File: src/rtl/pwm_arbitro_pkg.sv
// pwm_pkg: shared state encoding, default resolution and width helper for the PWM duty arbiter.
package pwm_pkg;
    typedef enum logic {IDLE, PEND} state_t;
    localparam int R_DEF = 6;
    function automatic int lg2(input int n);
        for (int w = 1; w < 32; w++)
            if ((1 << w) >= n) return w;
        return 32;
    endfunction
endpackage

File: src/rtl/pwm_arbitro_if.sv
// pwm_arbitro_if: requester and PWM status bundle between the duty controller and its clients.
interface pwm_arbitro_if
    import pwm_pkg::*;
#(
    parameter int R    = R_DEF,
    parameter int NREQ = 3
);
    logic            en;
    logic [NREQ-1:0] req;
    logic [NREQ*R-1:0] duty_in;
    logic [NREQ-1:0] ack;
    logic [R-1:0]    duty_act;
    logic            period_end;
    logic            busy;
    logic            pwm_out;
    modport master (output en, req, duty_in, input ack, duty_act, period_end, busy, pwm_out);
    modport slave (input en, req, duty_in, output ack, duty_act, period_end, busy, pwm_out);
endinterface

File: src/rtl/pwm_arbitro_rr.sv
// arbitro_rr: combinational round-robin pick, searching upward from ptr+1 with wrap.
module arbitro_rr #(
    parameter int N = 3,
    parameter int W = 2
) (
    input  logic [N-1:0] req,
    input  logic [W-1:0] ptr,
    output logic [N-1:0] gnt,
    output logic [W-1:0] win,
    output logic         any
);
    logic [W-1:0] idx;
    // Walk the offsets from farthest to nearest so the nearest hit overwrites the rest.
    always_comb begin
        gnt = '0;
        win = '0;
        idx = '0;
        for (int k = N; k >= 1; k--) begin
            idx = W'((int'(ptr) + k) % N);
            if (req[idx]) begin
                win = idx;
                gnt = N'(1) << idx;
            end
        end
    end
    assign any = |req;
endmodule

File: src/rtl/pwm_arbitro.sv
// pwm_arbitro: PWM period counter and duty register; round-robin duty updates applied only at period boundaries.
module pwm_arbitro
    import pwm_pkg::*;
#(
    parameter int R        = R_DEF,
    parameter int NREQ     = 3,
    parameter int DUTY_RST = 2 ** (R - 1)
) (
    input logic         clk,
    input logic         rst_n,
    pwm_arbitro_if.slave bus
);
    localparam int LW = lg2(NREQ);
    logic [R-1:0]    q;
    logic [R-1:0]    shadow;
    logic [LW-1:0]   last_grant;
    logic [LW-1:0]   win;
    logic [NREQ-1:0] gnt;
    logic            any;
    state_t          state;
    arbitro_rr #(.N(NREQ), .W(LW)) u_rr (
        .req(bus.req),
        .ptr(last_grant),
        .gnt(gnt),
        .win(win),
        .any(any)
    );
    assign bus.period_end = bus.en && (q == '1);
    assign bus.busy       = (state == PEND);
    always_ff @(posedge clk) begin
        if (!rst_n) begin
            q            <= '0;
            shadow       <= R'(DUTY_RST);
            bus.duty_act <= R'(DUTY_RST);
            bus.ack      <= '0;
            bus.pwm_out  <= 1'b0;
            last_grant   <= LW'(NREQ - 1);
            state        <= IDLE;
        end else begin
            q           <= bus.en ? q + 1'b1 : '0;
            bus.pwm_out <= bus.en && (q < bus.duty_act);
            bus.ack     <= (state == IDLE && any) ? gnt : '0;
            if (state == IDLE && any) begin
                shadow     <= bus.duty_in[win*R +: R];
                last_grant <= win;
                state      <= PEND;
            end else if (state == PEND && (!bus.en || bus.period_end)) begin
                // Swap on the wrap edge so the new duty owns the whole next period.
                bus.duty_act <= shadow;
                state        <= IDLE;
            end
        end
    end
endmodule

File: src/flat_wrapper.sv
// flat-port wrapper written by rule: the top's interface ports become plain ports
module pwm_arbitro_flat import pwm_pkg::*;
#(
    parameter int R        = R_DEF,
    parameter int NREQ     = 3,
    parameter int DUTY_RST = 2 ** (R - 1)
)
  (clk, rst_n, bus_en, bus_req, bus_duty_in, bus_ack, bus_duty_act, bus_period_end, bus_busy, bus_pwm_out);
  pwm_arbitro_if #(.R(R), .NREQ(NREQ)) bus_i ();
  input logic clk;
  input logic rst_n;
  input wire logic [$bits(bus_i.en)-1:0] bus_en;
  input wire logic [$bits(bus_i.req)-1:0] bus_req;
  input wire logic [$bits(bus_i.duty_in)-1:0] bus_duty_in;
  output wire logic [$bits(bus_i.ack)-1:0] bus_ack;
  output wire logic [$bits(bus_i.duty_act)-1:0] bus_duty_act;
  output wire logic [$bits(bus_i.period_end)-1:0] bus_period_end;
  output wire logic [$bits(bus_i.busy)-1:0] bus_busy;
  output wire logic [$bits(bus_i.pwm_out)-1:0] bus_pwm_out;
  assign bus_i.en = bus_en;
  assign bus_i.req = bus_req;
  assign bus_i.duty_in = bus_duty_in;
  assign bus_ack = bus_i.ack;
  assign bus_duty_act = bus_i.duty_act;
  assign bus_period_end = bus_i.period_end;
  assign bus_busy = bus_i.busy;
  assign bus_pwm_out = bus_i.pwm_out;
  pwm_arbitro #(.R(R), .NREQ(NREQ), .DUTY_RST(DUTY_RST)) u_core (.clk(clk), .rst_n(rst_n), .bus(bus_i));
endmodule
File: config.mk
export PLATFORM = sky130hd
export DESIGN_NAME = pwm_arbitro_flat
export DESIGN_NICKNAME = d
export VERILOG_FILES = /design/src/rtl/pwm_arbitro_pkg.sv /design/src/rtl/pwm_arbitro_if.sv /design/src/rtl/pwm_arbitro_rr.sv /design/src/rtl/pwm_arbitro.sv /design/src/flat_wrapper.sv
export SDC_FILE = /design/constraint.sdc
export NUM_CORES = 1
export LEC_CHECK = 0
export ABC_AREA = 1
export CAP_MARGIN = 20
export CORE_MARGIN = 2
export CORE_UTILIZATION = 45
export CTS_BUF_LIST = sky130_fd_sc_hd__clkbuf_4 sky130_fd_sc_hd__clkbuf_8
export CTS_CLUSTER_DIAMETER = 80
export DETAILED_ROUTE_END_ITERATION = 12
export PLACE_DENSITY = 0.79
export RECOVER_POWER = 25
export SYNTH_ARGS = -nofsm -noshare
export SYNTH_HDL_FRONTEND = slang
export SYNTH_SLANG_ARGS = --single-unit
File: constraint.sdc
create_clock -name clk -period 2.56 [get_ports clk]
set_input_delay 0.256 -clock clk [delete_from_list [all_inputs] [get_ports clk]]
set_output_delay 0.256 -clock clk [all_outputs]
set_load 0.005 [all_outputs]
==> metrics.csv, run 1 <==
metric;value;unit
r2r_slack;0.57;ns
core_area;3050;um^2
drt_total_wl;2920;um
synth.cell_area;1450;um^2
startpoint_type_of_the_worst_setup_path;register;
cts_root_buffer;clkbuf_4;
synth_enable_flop_cells;0;
floorplan.die.height;60.7;um
grt_overflow;0;
arithmetic_cell_share_of_the_synthesized_area_counting_full_adders_half_adders_and_majority_gates;8.65;%
hp-class;register to register;
antenna_left;0;
die_x;60.7;um
hold_slack;0.452;ns
clock_tree.buffer_depth;2;
drt-wirelength-per-cell;10.2;um
path_max_fanout;4;
tritoncts_clock_tree;built;
clk-insertion-delay-late;0.32;ns
max_stage_delay;0.50;ns
fin_crit_sh;83.8;%
data_arrival_time_of_the_critical_path;1.89;ns
globalplace.congestion;0.905;
cellInternalPower;0.000700;W
criticalPathCategory;register to output port;
cts_h_tree_depth;1;
power.density_cell_area;613;nW/um^2
ys_seq_area_share;34.6;%
clk_pin_slew_worst_paths;0.13;ns
power.share.combinational;45.0;%
finish.net_count;278;
globalRouteTotalUtil;17.0;%
cellLeakagePower;0.843;nW
route.detailed.vias_per_inst;4.71;
drive_gt1_share;6.58;%
grt_antenna_before_repair;0;
synth-compound-area-share;14.7;%
worst_slew_margin_rel;65.6;%
switchingPower;0.000441;W
grt_max_degree;15;
critical_path.slowest_cell;clkdlybuf4s50_1;
rsz0062_at_grt;false;
detailroute.via_count;1353;
fp-row-count;20;
syn-num-nets;241;
fin_setup_tns;0;ns
p_sw_share;38.7;%
grt_first_pass_wirelength;4700;um
post_cts_sizing;0;
final-setup-viol-count;0;
synth.distinct_cells;27;
final_common_cell;nand2_1;
floorplan.die_area;3680;um^2
insertedDiodeCount;0;
maxCapViolations;0;
synth_seq_cells;25;
timing.final.hold_violations;0;
seqPwrFrac;40.0;%
dpl.hpwl;2410;um
path_cells;ha_1 -> nand2_1 -> nor2_1 -> inv_1 -> nor2_1 -> nand2_1 -> nor2_1 -> clkdlybuf4s50_1;
layout_common_cells;nand2_1 (48), clkdlybuf4s50_1 (32), inv_1 (29);
worst_slew_pin_slew;0.517;ns
cts_hold_repair.buffers;0;
yosysWarnings;0;
start_util;47.4;%
yosys_most_used_dff;dfxtp_1;
timing.final.max_slew_violations;0;
critical_path.most_common_cell;nor2_1;
worstPathRequired;2.30;ns
status;finished, final reports clean;
io-pin-count;36;
synth_async_sr_flop_share;0;%
kind_of_end_point_of_the_critical_path;output port;
avgSynthCellArea;6.99;um^2
yosys-mux-area-fraction;0;%
power.share.clock;15.0;%
io_buffer_count;35;
skew;0.0102;ns
grt_pass1_vias;1117;
cts-buffers-inserted;3;
drt-pass1-iter-count;4;
synth_top_family_by_area;simple AND/OR/NAND/NOR gates;
min_tclk_post_route;2.14;ns
ir_drop;0.451;mV
clock_sinks;25;
post_synth_and_or_nand_nor_area_fraction;32.3;%
drc;0;
buffer_count_from_post_cts_setup_fixing;0;
syn-instance-count;207;
first_iter_violations;58;
area_growth_syn_to_layout;28.8;%
synthXorXnorAreaFrac;0.606;%
timing.fmax;0.466;GHz
[per-stage QoR]
| stage | worst slack (ns) | cell area [um^2] | power (W) | instances | util [%] |
|---|---|---|---|---|---|
| after floorplan | 0.813 | 1450 | 0.000832 | 207 | - |
| after global placement | 0.615 | 1840 | 0.000970 | 283 | 60.1 |
| after detailed placement | 0.612 | 1840 | 0.000979 | 283 | 60.1 |
| after CTS | 0.413 | 1860 | 0.00115 | 287 | 61.0 |
| after global routing | 0.266 | 1860 | 0.00122 | 287 | 61.0 |
| final | 0.416 | 1860 | 0.00114 | 287 | 61.0 |
[cells in the mapped netlist (4+ instances only)]
cell type,count,area [um^2]
inv_1,29,109
nand2_1,48,180
ha_1,10,125
dfxtp_1,25,500
a21oi_1,21,105
nand2_4,4,45.0
o21ai_0,10,50.1
nand3_1,13,65.1
nor2_1,22,82.6
and3b_1,5,43.8
[final timing paths]
| path | start | to | cells past startpoint |
|---|---|---|---|
| min | u_core.shadow[4]$_SDFFE_PN0N_ | u_core.bus.duty_act[4]$_SDFFE_PN0P_ | 2 |
| min reg2reg | u_core.shadow[4]$_SDFFE_PN0N_ | u_core.bus.duty_act[4]$_SDFFE_PN0P_ | 2 |
| max reg2reg | u_core.last_grant[0]$_SDFFE_PN0N_ | u_core.shadow[3]$_SDFFE_PN0N_ | 12 |
| max | u_core.q[0]$_SDFF_PN0_ | bus_period_end | 8 |
[state kept, by name (all words and copies together), names as in the netlist]
name and flops:
u_core.bus.duty_act 6, u_core.q 6, u_core.shadow 6, u_core.bus.ack 3, u_core.last_grant 2, u_core.bus.busy 1, u_core.bus.pwm_out 1
[final cells by class]
cell class | instances | area (um^2)
clock buffer | 3 | 22.5
sequential | 25 | 500
inverter | 31 | 116
fill | 291 | 1190
multi-input combinational | 148 | 813
tap | 44 | 55.1
timing repair buffer | 35 | 350
clock inverter | 1 | 5.00
[cell families (layout without fill, tap and decap cells)]
group / Yosys count / count (layout)
AND/OR/NAND/NOR: 99 / 99
flip-flops: 25 / 25
XOR/XNOR: 1 / 1
AO/OA/AOI/OAI: 38 / 38
buffers and inverters: 34 / 70
adder cells (fa/ha/maj): 10 / 10
[layer usage]
metal | routed length (um) | vias to the layer above | part of all wire (%) | track usage (%)
met1 | 1430 | 561 | 49 | 23.3
met4 | 56 | 0 | 1.9 | 7.45
met3 | 161 | 5 | 5.5 | 1.92
li1 | - | 739 | - | -
met5 | 0 | - | 0 | 0
met2 | 1270 | 48 | 44 | 27.2
[worst max-delay path, delay by kind of cell (launching register included)]
kind,cells,cell delay [ns]
adders and majority gates,1,0.18
and+or+nand+nor,5,0.42
buffers and inverters,2,0.57
DFF,1,0.41
[power groups by stage]
stage          registers [W]  clock network (W)  logic, W
6_report            0.000457           0.000171  0.000514
5_1_grt             0.000461           0.000191  0.000570
4_1_cts             0.000457           0.000176  0.000514
3_5_place_dp        0.000467                  0  0.000512
3_3_place_gp        0.000466                  0  0.000504
2_1_floorplan       0.000464                  0  0.000368
Power figures use the tool's default switching activity.
==> run 2: changes to the inputs <==
==> constraint.sdc (replaced) <==
create_clock -name clk -period 2.05 [get_ports clk]
set_input_delay 0.205 -clock clk [delete_from_list [all_inputs] [get_ports clk]]
set_output_delay 0.205 -clock clk [all_outputs]
set_load 0.005 [all_outputs]
==> metrics.csv, run 2 (synthesis gave the netlist of run 1 again) <==
metric;value;unit
cts_h_tree_depth;1;
io_buffer_count;35;
drc;0;
switchingPower;0.000555;W
finish.net_count;283;
largest_registers;u_core.bus.duty_act x6, u_core.q x6, u_core.shadow x6;
first_iter_violations;61;
drt_total_wl;3090;um
final_common_cell;nand2_1;
timing.final.hold_violations;0;
fin_setup_tns;0;ns
r2r_slack;0.14;ns
clk_pin_slew_worst_paths;0.14;ns
floorplan.die.height;60.7;um
grt_pass1_vias;1232;
globalplace.congestion;0.868;
cts_root_buffer;clkbuf_4;
p_sw_share;38.6;%
io-pin-count;36;
cts_hold_repair.buffers;0;
globalRouteTotalUtil;18.2;%
status;finished, final reports clean;
hp-class;register to register;
rsz0062_at_grt;false;
drt-pass1-iter-count;4;
worst_slew_margin_rel;68.6;%
grt_overflow;0;
drive_gt1_share;9.27;%
timing.fmax;0.522;GHz
clock_tree.buffer_depth;2;
route.detailed.vias_per_inst;4.70;
critical_path.most_common_cell;nand2_1;
layout_common_cells;nand2_1 (48), clkdlybuf4s50_1 (30), inv_1 (29);
fin_crit_sh;93.4;%
clock_sinks;25;
clk-insertion-delay-late;0.32;ns
data_arrival_time_of_the_critical_path;2.15;ns
detailroute.via_count;1372;
start_util;47.4;%
grt_first_pass_wirelength;5110;um
timing.final.max_slew_violations;0;
tritoncts_clock_tree;built;
critical_path.slowest_cell;dfxtp_2;
worstHoldPathCells;2;
hold_slack;0.469;ns
path_max_fanout;7;
max_stage_delay;0.38;ns
floorplan.die_area;3680;um^2
min_tclk_post_route;1.91;ns
antenna_left;0;
path_cells;inv_1 -> ha_1 -> inv_2 -> nand2_1 -> nand3b_2 -> nand2_4 -> a21oi_2 -> nand2_4 -> nand2_4 -> nand2_1 -> nand3_1 -> nand2_1 -> nand2_1 -> nand2_1;
final-setup-viol-count;0;
kind_of_end_point_of_the_critical_path;register;
area_growth_syn_to_layout;31.9;%
skew;0.00507;ns
startpoint_type_of_the_worst_setup_path;register;
grt_max_degree;16;
grt_antenna_before_repair;0;
cellLeakagePower;0.885;nW
insertedDiodeCount;0;
seqPwrFrac;39.8;%
worstPathRequired;2.28;ns
ir_drop;0.417;mV
dpl.hpwl;2540;um
drt-wirelength-per-cell;10.6;um
criticalPathCategory;register to register;
power.density_cell_area;754;nW/um^2
fp-row-count;20;
cts-buffers-inserted;3;
power.share.clock;15.6;%
maxCapViolations;0;
power.share.combinational;44.6;%
core_area;3050;um^2
worst_slew_pin_slew;0.471;ns
cellInternalPower;0.000883;W
ff2ff_path_depth;14;
die_x;60.7;um
==> run 2: area by class of cell <==
cell class              count  area [um^2]
clock buffers               3         22.5
clock inverters             1         7.51
fillers                   301         1140
inverters                  31          116
multi-input cells         148          813
flip-flops and latches     25          503
well taps                  44         55.1
repair buffers             40          390
==> run 2: worst max-delay path: cells and delay by family, from the launching register on <==
family	cells	cell delay, ns
AOI/OAI and AO/OA	1	0.17
adders and majority gates	1	0.35
buffers and inverters	2	0.17
DFF	1	0.38
and+or+nand+nor	10	0.76
==> run 2: what timing repair did <==
item | CTS | global route
endpoints found under the setup margin | 1 | 6
cloned | 0 | 0
buffers inserted | 1 | 2
gates resized for setup | 2 | 2
==> run 2: layer usage <==
layer  global-route usage [%]  up-vias  wire (um)
met5                        0        -          0
met1                     24.0      586       1480
met3                     2.35        3        138
met4                     6.52        0         21
met2                     30.7       38       1450
li1                         -      745          -
==> run 2: power by group through the flow <==
stage / registers [W] / logic [W] / clock network, W
finish: 0.000573 / 0.000641 / 0.000224
global route: 0.000578 / 0.000731 / 0.000245
CTS: 0.000572 / 0.000644 / 0.000227
detailed placement: 0.000584 / 0.000639 / 0
global placement: 0.000580 / 0.000629 / 0
floorplan: 0.000579 / 0.000460 / 0
==> run 2: final timing paths <==
path | end | from
worst max register to register | u_core.shadow[5]$_SDFFE_PN1N_ | u_core.last_grant[0]$_SDFFE_PN0N_
worst min register to register | u_core.bus.duty_act[0]$_SDFFE_PN0P_ | u_core.shadow[0]$_SDFFE_PN0N_
worst max-delay path | u_core.shadow[5]$_SDFFE_PN1N_ | u_core.last_grant[0]$_SDFFE_PN0N_
worst min-delay path | u_core.bus.duty_act[0]$_SDFFE_PN0P_ | u_core.shadow[0]$_SDFFE_PN0N_
==> run 2: stage by stage <==
step                      cell area [um^2]  cells  util [%]  power, W  setup slack [ns]
final                                 1910    292      62.5   0.00144             0.135
after global routing                  1910    292      62.5   0.00155           0.00558
after CTS                             1890    290      61.9   0.00144           0.00116
after detailed placement              1850    285      60.6   0.00122             0.113
after global placement                1850    285      60.6   0.00121             0.146
after floorplan                       1450    207         -   0.00104             0.303
